**src/rtl/ssg_frame_pkg.sv**
```systemverilog
// ssg_frame_pkg: shared types and constants for the SSG frame builder and
// the pattern logic that consumes its frames.
//   state_e          builder FSM states
//   LAYER_1/LAYER_2  layer select encodings carried on in_layer
//   SSG_WEIGHT/WIDTH default segment word width / channels per layer
//   idx_w()          channel index width, never below 1 bit
package ssg_frame_pkg;

   typedef enum logic [1:0] {
      IDLE = 2'd0,
      FILL = 2'd1,
      EMIT = 2'd2
   } state_e;

   localparam logic LAYER_1 = 1'b0;
   localparam logic LAYER_2 = 1'b1;

   localparam int SSG_WEIGHT = 5;
   localparam int SSG_WIDTH  = 2;

   function automatic int idx_w(input int w);
      return (w > 1) ? $clog2(w) : 1;
   endfunction

endpackage

```
**src/rtl/ssg_frame_if.sv**
```systemverilog
// ssg_frame_if: beat stream from the SSG link decoder into the frame builder.
//   in_valid/in_ready  handshake, beat moves when both are high
//   in_layer           target layer (LAYER_1 / LAYER_2)
//   in_idx             channel index
//   in_data            segment word
//   in_last            final beat of the frame
// master = decoder side, slave = builder side.
interface ssg_frame_if
   import ssg_frame_pkg::*;
#(
   parameter int WEIGHT = SSG_WEIGHT,
   parameter int X      = idx_w(SSG_WIDTH)
);
   logic              in_valid;
   logic              in_ready;
   logic              in_layer;
   logic [X-1:0]      in_idx;
   logic [WEIGHT-1:0] in_data;
   logic              in_last;

   modport master (output in_valid, in_layer, in_idx, in_data, in_last,
                   input  in_ready);
   modport slave  (input  in_valid, in_layer, in_idx, in_data, in_last,
                   output in_ready);
endinterface

```
**src/rtl/ssg_frame_shadow.sv**
```systemverilog
// ssg_frame_shadow: one layer's shadow array and written-mask.
//   clk, reset  clock, synchronous active-high reset
//   wr_en_i     write this layer (index already range-checked)
//   wr_idx_i    channel index
//   wr_data_i   segment word
//   clr_i       discard the shadow contents (frame emitted or aborted)
//   nxt_o       shadow contents including this cycle's write, so the parent
//               can capture a frame on the same edge as its last beat
//   dup_o       this write hits an entry already written in the frame
module ssg_frame_shadow
   import ssg_frame_pkg::*;
#(
   parameter int WEIGHT = SSG_WEIGHT,
   parameter int WIDTH  = SSG_WIDTH,
   parameter int X      = idx_w(WIDTH)
) (
   input  logic              clk,
   input  logic              reset,
   input  logic              wr_en_i,
   input  logic [X-1:0]      wr_idx_i,
   input  logic [WEIGHT-1:0] wr_data_i,
   input  logic              clr_i,
   output logic [WEIGHT-1:0] nxt_o [WIDTH-1:0],
   output logic              dup_o
);

   logic [WEIGHT-1:0] shd_q [WIDTH-1:0];
   logic [WEIGHT-1:0] shd_d [WIDTH-1:0];
   logic [WIDTH-1:0]  mask_q, mask_d;

   always_comb begin
      shd_d  = shd_q;
      mask_d = mask_q;
      dup_o  = 1'b0;
      for (int i = 0; i < WIDTH; i++) begin
         if (wr_en_i && (wr_idx_i == X'(i))) begin
            shd_d[i]  = wr_data_i;
            mask_d[i] = 1'b1;
            dup_o     = mask_q[i];
         end
      end
   end

   assign nxt_o = shd_d;

   always_ff @(posedge clk) begin
      if (reset || clr_i) begin
         for (int i = 0; i < WIDTH; i++) shd_q[i] <= '0;
         mask_q <= '0;
      end else begin
         shd_q  <= shd_d;
         mask_q <= mask_d;
      end
   end

endmodule

```
**src/rtl/ssg_frame_builder.sv**
```systemverilog
// ssg_frame_builder: assembles two layer frames from a beat stream of
// per-channel segment words and presents them together with a one-cycle
// out_valid strobe.
//   clk, reset   clock, synchronous active-high reset
//   bus          ssg_frame_if.slave beat stream (in_ready low only in EMIT)
//   out_valid    one-cycle strobe, cycle after the in_last beat
//   frame_1/2    layer frames, held until the next strobe
//   err_idx      sticky, beat with in_idx >= WIDTH dropped
//   err_dup      sticky, same layer/index written twice in one frame
//   err_timeout  sticky, open frame aborted after TIMEOUT idle cycles
// Optional: define SSG_FRAME_TIMEOUT_EN to build the FILL idle timeout
// (adds parameter TIMEOUT); otherwise err_timeout is tied 0.
module ssg_frame_builder
   import ssg_frame_pkg::*;
#(
   parameter int WEIGHT  = SSG_WEIGHT,
   parameter int WIDTH   = SSG_WIDTH,
   parameter int X       = idx_w(WIDTH)
`ifdef SSG_FRAME_TIMEOUT_EN
   , parameter int TIMEOUT = 64
`endif
) (
   input  logic              clk,
   input  logic              reset,
   ssg_frame_if.slave        bus,
   output logic              out_valid,
   output logic [WEIGHT-1:0] frame_1 [WIDTH-1:0],
   output logic [WEIGHT-1:0] frame_2 [WIDTH-1:0],
   output logic              err_idx,
   output logic              err_dup,
   output logic              err_timeout
);

   state_e state_q, state_d;

   logic              acc, idx_ok, emit_go, clr, tmo_fire;
   logic [1:0]        dup;
   logic [WEIGHT-1:0] nxt [2][WIDTH-1:0];

   assign bus.in_ready = (state_q != EMIT);
   assign acc          = bus.in_valid && bus.in_ready;
   assign idx_ok       = int'(bus.in_idx) < WIDTH;
   assign emit_go      = acc && bus.in_last;
   // Shadow is dropped once its contents have been captured into the
   // frames, or when an open frame is abandoned.
   assign clr          = (state_q == EMIT) || tmo_fire;
   assign out_valid    = (state_q == EMIT);

   for (genvar g = 0; g < 2; g++) begin : g_layer
      ssg_frame_shadow #(
         .WEIGHT (WEIGHT),
         .WIDTH  (WIDTH),
         .X      (X)
      ) u_shadow (
         .clk       (clk),
         .reset     (reset),
         .wr_en_i   (acc && idx_ok && (bus.in_layer == 1'(g))),
         .wr_idx_i  (bus.in_idx),
         .wr_data_i (bus.in_data),
         .clr_i     (clr),
         .nxt_o     (nxt[g]),
         .dup_o     (dup[g])
      );
   end

   always_comb begin
      state_d = state_q;
      case (state_q)
         IDLE:    if (acc) state_d = bus.in_last ? EMIT : FILL;
         FILL: begin
            if (emit_go)       state_d = EMIT;
            else if (tmo_fire) state_d = IDLE;
         end
         EMIT:    state_d = IDLE;
         default: state_d = IDLE;
      endcase
   end

   always_ff @(posedge clk) begin
      if (reset) begin
         state_q <= IDLE;
         err_idx <= 1'b0;
         err_dup <= 1'b0;
         for (int i = 0; i < WIDTH; i++) begin
            frame_1[i] <= '0;
            frame_2[i] <= '0;
         end
      end else begin
         state_q <= state_d;
         if (acc && !idx_ok) err_idx <= 1'b1;
         if (|dup)           err_dup <= 1'b1;
         // Capture on the last beat's edge so frames are valid together
         // with out_valid.
         if (emit_go) begin
            frame_1 <= nxt[LAYER_1];
            frame_2 <= nxt[LAYER_2];
         end
      end
   end

`ifdef SSG_FRAME_TIMEOUT_EN
   localparam int CW = $clog2(TIMEOUT + 1);

   logic [CW-1:0] tcnt_q, tcnt_d;
   logic          err_tmo_q;

   // Counts idle FILL cycles; fires on the TIMEOUT-th one unless a beat
   // lands in that same cycle.
   always_comb begin
      tcnt_d   = tcnt_q;
      tmo_fire = 1'b0;
      if ((state_q != FILL) || acc) begin
         tcnt_d = '0;
      end else if (tcnt_q == CW'(TIMEOUT - 1)) begin
         tmo_fire = 1'b1;
         tcnt_d   = '0;
      end else begin
         tcnt_d = tcnt_q + CW'(1);
      end
   end

   always_ff @(posedge clk) begin
      if (reset) begin
         tcnt_q    <= '0;
         err_tmo_q <= 1'b0;
      end else begin
         tcnt_q <= tcnt_d;
         if (tmo_fire) err_tmo_q <= 1'b1;
      end
   end

   assign err_timeout = err_tmo_q;
`else
   assign tmo_fire    = 1'b0;
   assign err_timeout = 1'b0;
`endif

endmodule

```
**src/flat_wrapper.sv**
```systemverilog
// flat-port wrapper written by rule: the top's interface ports become plain ports
module ssg_frame_builder_flat import ssg_frame_pkg::*;
#(
   parameter int WEIGHT  = SSG_WEIGHT,
   parameter int WIDTH   = SSG_WIDTH,
   parameter int X       = idx_w(WIDTH)

)
  (clk, reset, out_valid, frame_1, frame_2, err_idx, err_dup, err_timeout, bus_in_valid, bus_in_layer, bus_in_idx, bus_in_data, bus_in_last, bus_in_ready);
  ssg_frame_if #(.WEIGHT(WEIGHT), .X(X)) bus_i ();
  input  logic clk;
  input  logic reset;
  output logic out_valid;
  output logic [WEIGHT-1:0] frame_1[WIDTH-1:0];
  output logic [WEIGHT-1:0] frame_2[WIDTH-1:0];
  output logic err_idx;
  output logic err_dup;
  output logic err_timeout;
  input wire logic [$bits(bus_i.in_valid)-1:0] bus_in_valid;
  input wire logic [$bits(bus_i.in_layer)-1:0] bus_in_layer;
  input wire logic [$bits(bus_i.in_idx)-1:0] bus_in_idx;
  input wire logic [$bits(bus_i.in_data)-1:0] bus_in_data;
  input wire logic [$bits(bus_i.in_last)-1:0] bus_in_last;
  output wire logic [$bits(bus_i.in_ready)-1:0] bus_in_ready;
  assign bus_i.in_valid = bus_in_valid;
  assign bus_i.in_layer = bus_in_layer;
  assign bus_i.in_idx = bus_in_idx;
  assign bus_i.in_data = bus_in_data;
  assign bus_i.in_last = bus_in_last;
  assign bus_in_ready = bus_i.in_ready;
  ssg_frame_builder #(.WEIGHT(WEIGHT), .WIDTH(WIDTH), .X(X)) u_core (.clk(clk), .reset(reset), .bus(bus_i), .out_valid(out_valid), .frame_1(frame_1), .frame_2(frame_2), .err_idx(err_idx), .err_dup(err_dup), .err_timeout(err_timeout));
endmodule
```
**config.mk**
```make
export PLATFORM = sky130hd
export DESIGN_NAME = ssg_frame_builder_flat
export DESIGN_NICKNAME = d
export VERILOG_FILES = /design/src/rtl/ssg_frame_pkg.sv /design/src/rtl/ssg_frame_if.sv /design/src/rtl/ssg_frame_shadow.sv /design/src/rtl/ssg_frame_builder.sv /design/src/flat_wrapper.sv
export SDC_FILE = /design/constraint.sdc
export NUM_CORES = 1
export LEC_CHECK = 0
export BUFFER_PORTS_ARGS = -buffer_cell sky130_fd_sc_hd__buf_2
export CAP_MARGIN = 20
export CORE_MARGIN = 3
export CORE_UTILIZATION = 59
export CTS_CLUSTER_SIZE = 40
export DETAILED_ROUTE_END_ITERATION = 10
export HOLD_SLACK_MARGIN = 0.12
export PLACE_DENSITY_LB_ADDON = 0.25
export SLEW_MARGIN = 25
export SYNTH_ARGS = -nofsm -noshare
export SYNTH_HDL_FRONTEND = slang
export SYNTH_SLANG_ARGS = --single-unit
export TNS_END_PERCENT = 30
```
**constraint.sdc**
```tcl
create_clock -name clk -period 3.5 [get_ports clk]
set_input_delay 0.35 -clock clk [delete_from_list [all_inputs] [get_ports clk]]
set_output_delay 0.35 -clock clk [all_outputs]
set_load 0.01 [all_outputs]
```
---- Yosys cells after proc, flatten, opt, wreduce, memory -nomap -nowiden ----
Index checks and enable logic that the tools add are counted.
Widths: inputs -> output; s select.
storage, ports and cells
  word-level logic and storage cells ...... 45
  input port bits ......................... 11
  output and inout bits ................... 25
  register bits after elaboration ......... 47
cells by class
  reduce and logical (&&, ||, !) cells .... 12
  bitwise gates (word level) .............. 2
  equality and inequality tests ........... 5
  mux-type cells .......................... 12
operators by type and width
  cell                number
  $mux 5              4
  $logic_and 1x1->1   8
  $mux 2              3
  $mux 1              4
  $ne 2x1->1 const B  2
  $pmux 2 s2          1
  $eq 2x1->1 const B  1
  $eq 2x2->1 const B  1
  $logic_not 2->1     1
  $ne 2x2->1 const B  1
  $not 1->1           2
  $reduce_and 2->1    1
  $reduce_or 2->1     1
  $logic_or 1x1->1    1

---- Depth between registers and ports, before layout ----
  depth after elaboration ................. 7
  depth in mapped cells ................... 5
  depth with buffers taken out ............ 4

---- Cells and area by module ----
A second synthesis with hierarchy kept.
second synthesis, totals
  cells, all modules ...................... 190
  area, all modules ....................... 2,048.2 um^2
by module, submodules not included
  module             sequential area each (um^2)  area each (um^2)  instances  cells each
  ssg_frame_builder  460.4                        1,049.8           1          104
  ssg_frame_shadow   240.2                        499.2             2          43

---- Least setup slack after synthesis ----
Ideal clock, no wire load.
  kind .................................... input -> register
  start point ............................. in bus_in_idx
  end point ............................... reg u_core.err_dup
  required time ........................... 3.372 ns
  library setup time ...................... 0.128 ns
  stages .................................. 4
  slack ................................... 2.245 ns
  arrival time ............................ 1.127 ns
  buffers on the path ..................... 1
  cells stage by stage .................... buf_6 -> mux4_2 -> a31oi_1 -> nor2_1
between the ends
  cells in the longest elaborated chain, start to end .. 5
  elaborated cells between the ends (all ways) .. 10
  those cells by class .................... mux (4); bitwise (1); reduce/logical (5)
RTL lines
  element               line                     text
  start, declared       flat_wrapper.sv:21       input wire logic [$bits(bus_i.in_idx)-1:0] bus_in_idx;
  $not 1->1             ssg_frame_shadow.sv:36   if (wr_en_i && (wr_idx_i == X'(i))) begin
  $logic_and 1x1->1     ssg_frame_shadow.sv:36
  $mux 1 (2 in series)  ssg_frame_shadow.sv:36
  $reduce_or 2->1 *     ssg_frame_builder.sv:91  if (|dup) err_dup <= 1'b1;
  end signal, assigned  ssg_frame_builder.sv:83  err_dup <= 1'b0;
  end signal, assigned  ssg_frame_builder.sv:91
  end, declared         ssg_frame_builder.sv:30  output logic err_dup,
Mark *: on every way between the ends. The rest lies on a longest branch, timed or not.
A chain may end at the register's enable or synchronous reset.

---- Worst setup path after layout ----
  start point ............................. reg u_core.state_q[0]
  end point ............................... out out_valid
between the ends
  cells in the longest elaborated chain, start to end .. 1
RTL lines
  element                 line                     text
  start, declared         ssg_frame_builder.sv:34  state_e state_q, state_d;
  start signal, assigned  ssg_frame_builder.sv:89  state_q <= state_d;
  $eq 2x2->1              ssg_frame_builder.sv:47  assign out_valid = (state_q == EMIT);
  end, declared           flat_wrapper.sv:13       output logic out_valid;
No other way between the ends.

==> flow_results.org <==
** Route
- The detail route stage leaves a number of antenna-violating nets equal to 0.
- Top sig layer :: met4
- Final routed DRC violation total :: 0
- First drt pass iteration count :: 5
- In the final routed layout, each cell accounts on average for 16.61 um.
- Via density :: 6.345
- After detailed routing, the wire length on met1 is 2.243 mm.
- Initial drt markers :: 194
- Detailed routing placed a total of 2.333 mm of wire on met2.
- For this block, the routed nets add up to 5.049 mm of wire.
- Via count of the routed design :: 1,929
- The routed design uses 397 um of met3 wire.

** Floorplanning
- In this run the count of I/O pins placed on the die edge is 36.
- Placeable core area :: 3442 sq um
- The die is 66.52 um tall.
- Area of the die :: 4424 sq um
- # rows :: 21
- In this run the horizontal extent of the chip is 66.52 um.
- The initial utilization of the core area, before any placement, comes to 62.78%.

** Yosys
- Share of async-settable or async-resettable flops after synthesis :: 0%
- Synth top area share :: 43.54%
- The synthesized design contains 47 register bits.
- Library cell occupying the most area in the post-synthesis netlist :: sky130_fd_sc_hd__dfxtp_1
- The most common cell in the synthesized netlist is sky130_fd_sc_hd__dfxtp_1.
- Post-Synthesis Cells :: 255
- Count of flip-flops with a built-in enable after synthesis :: 0
- Most instantiated cells after synthesis :: 47 x sky130_fd_sc_hd__dfxtp_1, 42 x sky130_fd_sc_hd__nand2_1, 25 x sky130_fd_sc_hd__a31oi_1
- Ranked by total cell area, the synthesized netlist is headed by sky130_fd_sc_hd__dfxtp_1 44%, sky130_fd_sc_hd__a311oi_1 8.1%, sky130_fd_sc_hd__nand2_1 7.3%.
- Share of the yosys chip area belonging to registers :: 43.54%
- Warnings from Yosys :: 0
- After synthesis, the mean cell area works out to 8.474 sq um.
- For this run, the leading register cell type out of synthesis is sky130_fd_sc_hd__dfxtp_1.
- Synth Cell Area :: 2161 sq um
- Yosys mapped the design onto 25 distinct sky130hd cell types.

** Worst setup path
- Critical R2R Capture :: u_core.g_layer[0].u_shadow.shd_q[8]$_SDFF_PP0_
- For the worst flop-to-flop path, the logic depth is 4.
- STA classifies the critical path startpoint as a register.
- In this run the worst path has a maximum fanout of 39.
- Startpoint of the lowest-slack register-to-register path :: u_core.state_q[0]$_SDFFE_PP0P_
- Worst Setup End Kind :: primary output
- The critical path is of the reg2out type.
- Critical Path RT :: 3.15 ns
- Setup slack on the worst reg-to-reg path comes out at 1.33 ns.
- At the worst endpoint, the arrival time is 2.14 ns.

** Global route
- The number of global-route vias before repair came to 1,712.
- Summed over all layers, the global routing overflow is 0.
- Number of antenna violations at the first check in global routing :: 0
- Entering global routing, the biggest net connects 40 pins.
- The first global-routing pass estimated 8.183 mm of wire.
- For this run, the total global-route usage over all layers was measured as 24.14%.

** Clock network
- # resized after CTS :: 0
- Count of hold-fix buffers inserted at cts :: 0
- Number of clock sinks :: 47
- TritonCTS created 5 clock buffers.
- Clock-pin slew was measured on the worst setup and hold paths at 0.08 ns.
- The longest clock path from root to sink contains 2 buffers.
- Clock tree from TritonCTS :: done
- The clock tree synthesis step divided the H-tree into 2 levels.
- Total setup buffers inserted after CTS :: 0
- Clock latency on the worst-skew pair, taken at its later pin, is 0.30 ns.
- Clock Root Buffer :: sky130_fd_sc_hd__clkbuf_8

** Placement
- Port buffering added 33 buffers.
- Sum of net half-perimeters after detailed placement :: 3.125 mm
- Routability-driven placement finished with a final weighted congestion of 0.8089.

** Power
- Pwr per Cell Area :: 452.4 nW/um^2
- For this design the total switching power over the nets is 0.2781 mW.
- The clock network is responsible for 29.4% of the overall power.
- In this run switching power makes up 27.27% of total power.
- Share of total power in sequential cells :: 56.2%
- The internal portion of the total power is 0.7415 mW.
- The analysis attributes to cell leakage a power of 0.7976 nW.
- Overall power consumption :: 1.020 mW
- IR analysis of the VDD net gives a maximum drop of 0.0002654 V.
- Part of the power in combinational logic :: 14.4%

** Final layout
- In the final design database the tool counted 270 nets.
- The area growth from synthesis to layout is 4.285%.
- Layout cells sized above 1 :: 16.28%
- 0 antenna diodes ended up in the layout.

** Min path
- Class of the tightest hold or removal check :: in2reg
- Endpoint, Worst Hold :: u_core.g_layer[1].u_shadow.shd_q[6]$_SDFF_PP0_
- The worst hold path passes through 3 cells.
- Min-Delay Startpoint :: bus_in_data[1]

** STA
- Final setup vio count :: 0
- At the pin with the least slew margin, the transition time is 0.9063 ns.
- Fmax :: 401.3 MHz
- Min Tclk post-route :: 2.492 ns
- Headroom to the max-slew limit :: 39.58%
- The number of hold violations in the final report is 0.
- The final critical path takes up 71.19% of the cycle.
- Setup repair after global routing left no endpoint under its margin.
- In the final timing run, aggregate negative setup slack is 0 ns.
- Between clock sinks in the finished design, the worst skew comes to 0.001872 ns.
- Max-slew violation total from the final report :: 0

** Run status
- The flow ran to the end, and the final reports show no timing, DRC or antenna violations.

** Flow run
- Max-cap violations in this run came to 0.
worst max path at each step:
stage                                   startpoint                           to  slack, ns  cells past startpoint
finish              u_core.state_q[0]$_SDFFE_PP0P_                    out_valid       1.01                      3
global route        u_core.state_q[0]$_SDFFE_PP0P_                    out_valid       0.93                      3
CTS                 u_core.state_q[0]$_SDFFE_PP0P_                    out_valid       1.05                      3
detailed placement  u_core.state_q[0]$_SDFFE_PP0P_                    out_valid       1.38                      3
global placement    u_core.state_q[0]$_SDFFE_PP0P_                    out_valid       1.42                      3
floorplan                               bus_in_idx  u_core.err_dup$_SDFFE_PP0P_       2.25                      4
per-stage QoR:
stage	utilization [%]	worst slack (ns)	area, sq um	hold WS [ns]	instances
4_1_cts	65.47	1.054	2253	0.3867	304
2_1_floorplan	-	2.245	2165	0.4221	256
5_1_grt	65.47	0.9316	2253	0.4024	304
6_report	65.47	1.008	2253	0.3998	304
3_3_place_gp	63.36	1.415	2181	0.4487	298
3_5_place_dp	63.36	1.385	2181	0.4524	298
per-layer routing:
layer	up-vias	track usage (%)
li1	948	-
met1	895	31.26
met2	77	38.79
met3	9	6.239
met4	0	8.376
met5	-	0
cell usage in the layout, fill, tap and decap left out, drive strengths merged, types with 4 or more instances in the layout:
cell / count
a21oi: 20
a31oi: 25
nand2b: 4
clkbuf: 6
nand4: 20
buf: 35
nand2: 42
dfxtp: 47
a311oi: 20
o31ai: 20
nor2: 7
area by class of cell:
type | count | area [sq um]
Fill cell | 326 | 1189
Multi-Input combinational cell | 168 | 994.7
Sequential cell | 47 | 940.9
Timing Repair Buffer | 35 | 180.2
Clock buffer | 6 | 72.57
Tap cell | 46 | 57.56
Inverter | 2 | 7.507
power by group through the flow:
stage               Sequential [mW]  Combinational (mW)  Clock [mW]
floorplan                     0.592               0.108           0
global placement              0.585               0.144           0
detailed placement            0.585               0.145           0
CTS                           0.573               0.145       0.305
global route                  0.576               0.162       0.322
finish                        0.573               0.147       0.300
kinds of logic after synthesis:
group           count (synthesis)  synth area share (%)
compound gates                 86                 27.33
buf+inv                        41                 10.60
flops                          47                 43.54
mux                             1                 1.042
other cells                     1                0.1735
simple gates                   79                 17.31
flip-flops by register name, indices dropped and copies added (netlist names):
signal,flops
u_core.err_dup,1
u_core.frame_1,10
u_core.g_layer.u_shadow.mask_q,4
u_core.frame_2,10
u_core.state_q,2
u_core.g_layer.u_shadow.shd_q,20
critical path, cell delays in order (launching register included):
cell                       delay, ns
sky130_fd_sc_hd__dfxtp_1        0.32
sky130_fd_sc_hd__nand2b_2       0.54
sky130_fd_sc_hd__inv_1          0.72
sky130_fd_sc_hd__buf_2          0.25
(Power assumes the default switching activity.)
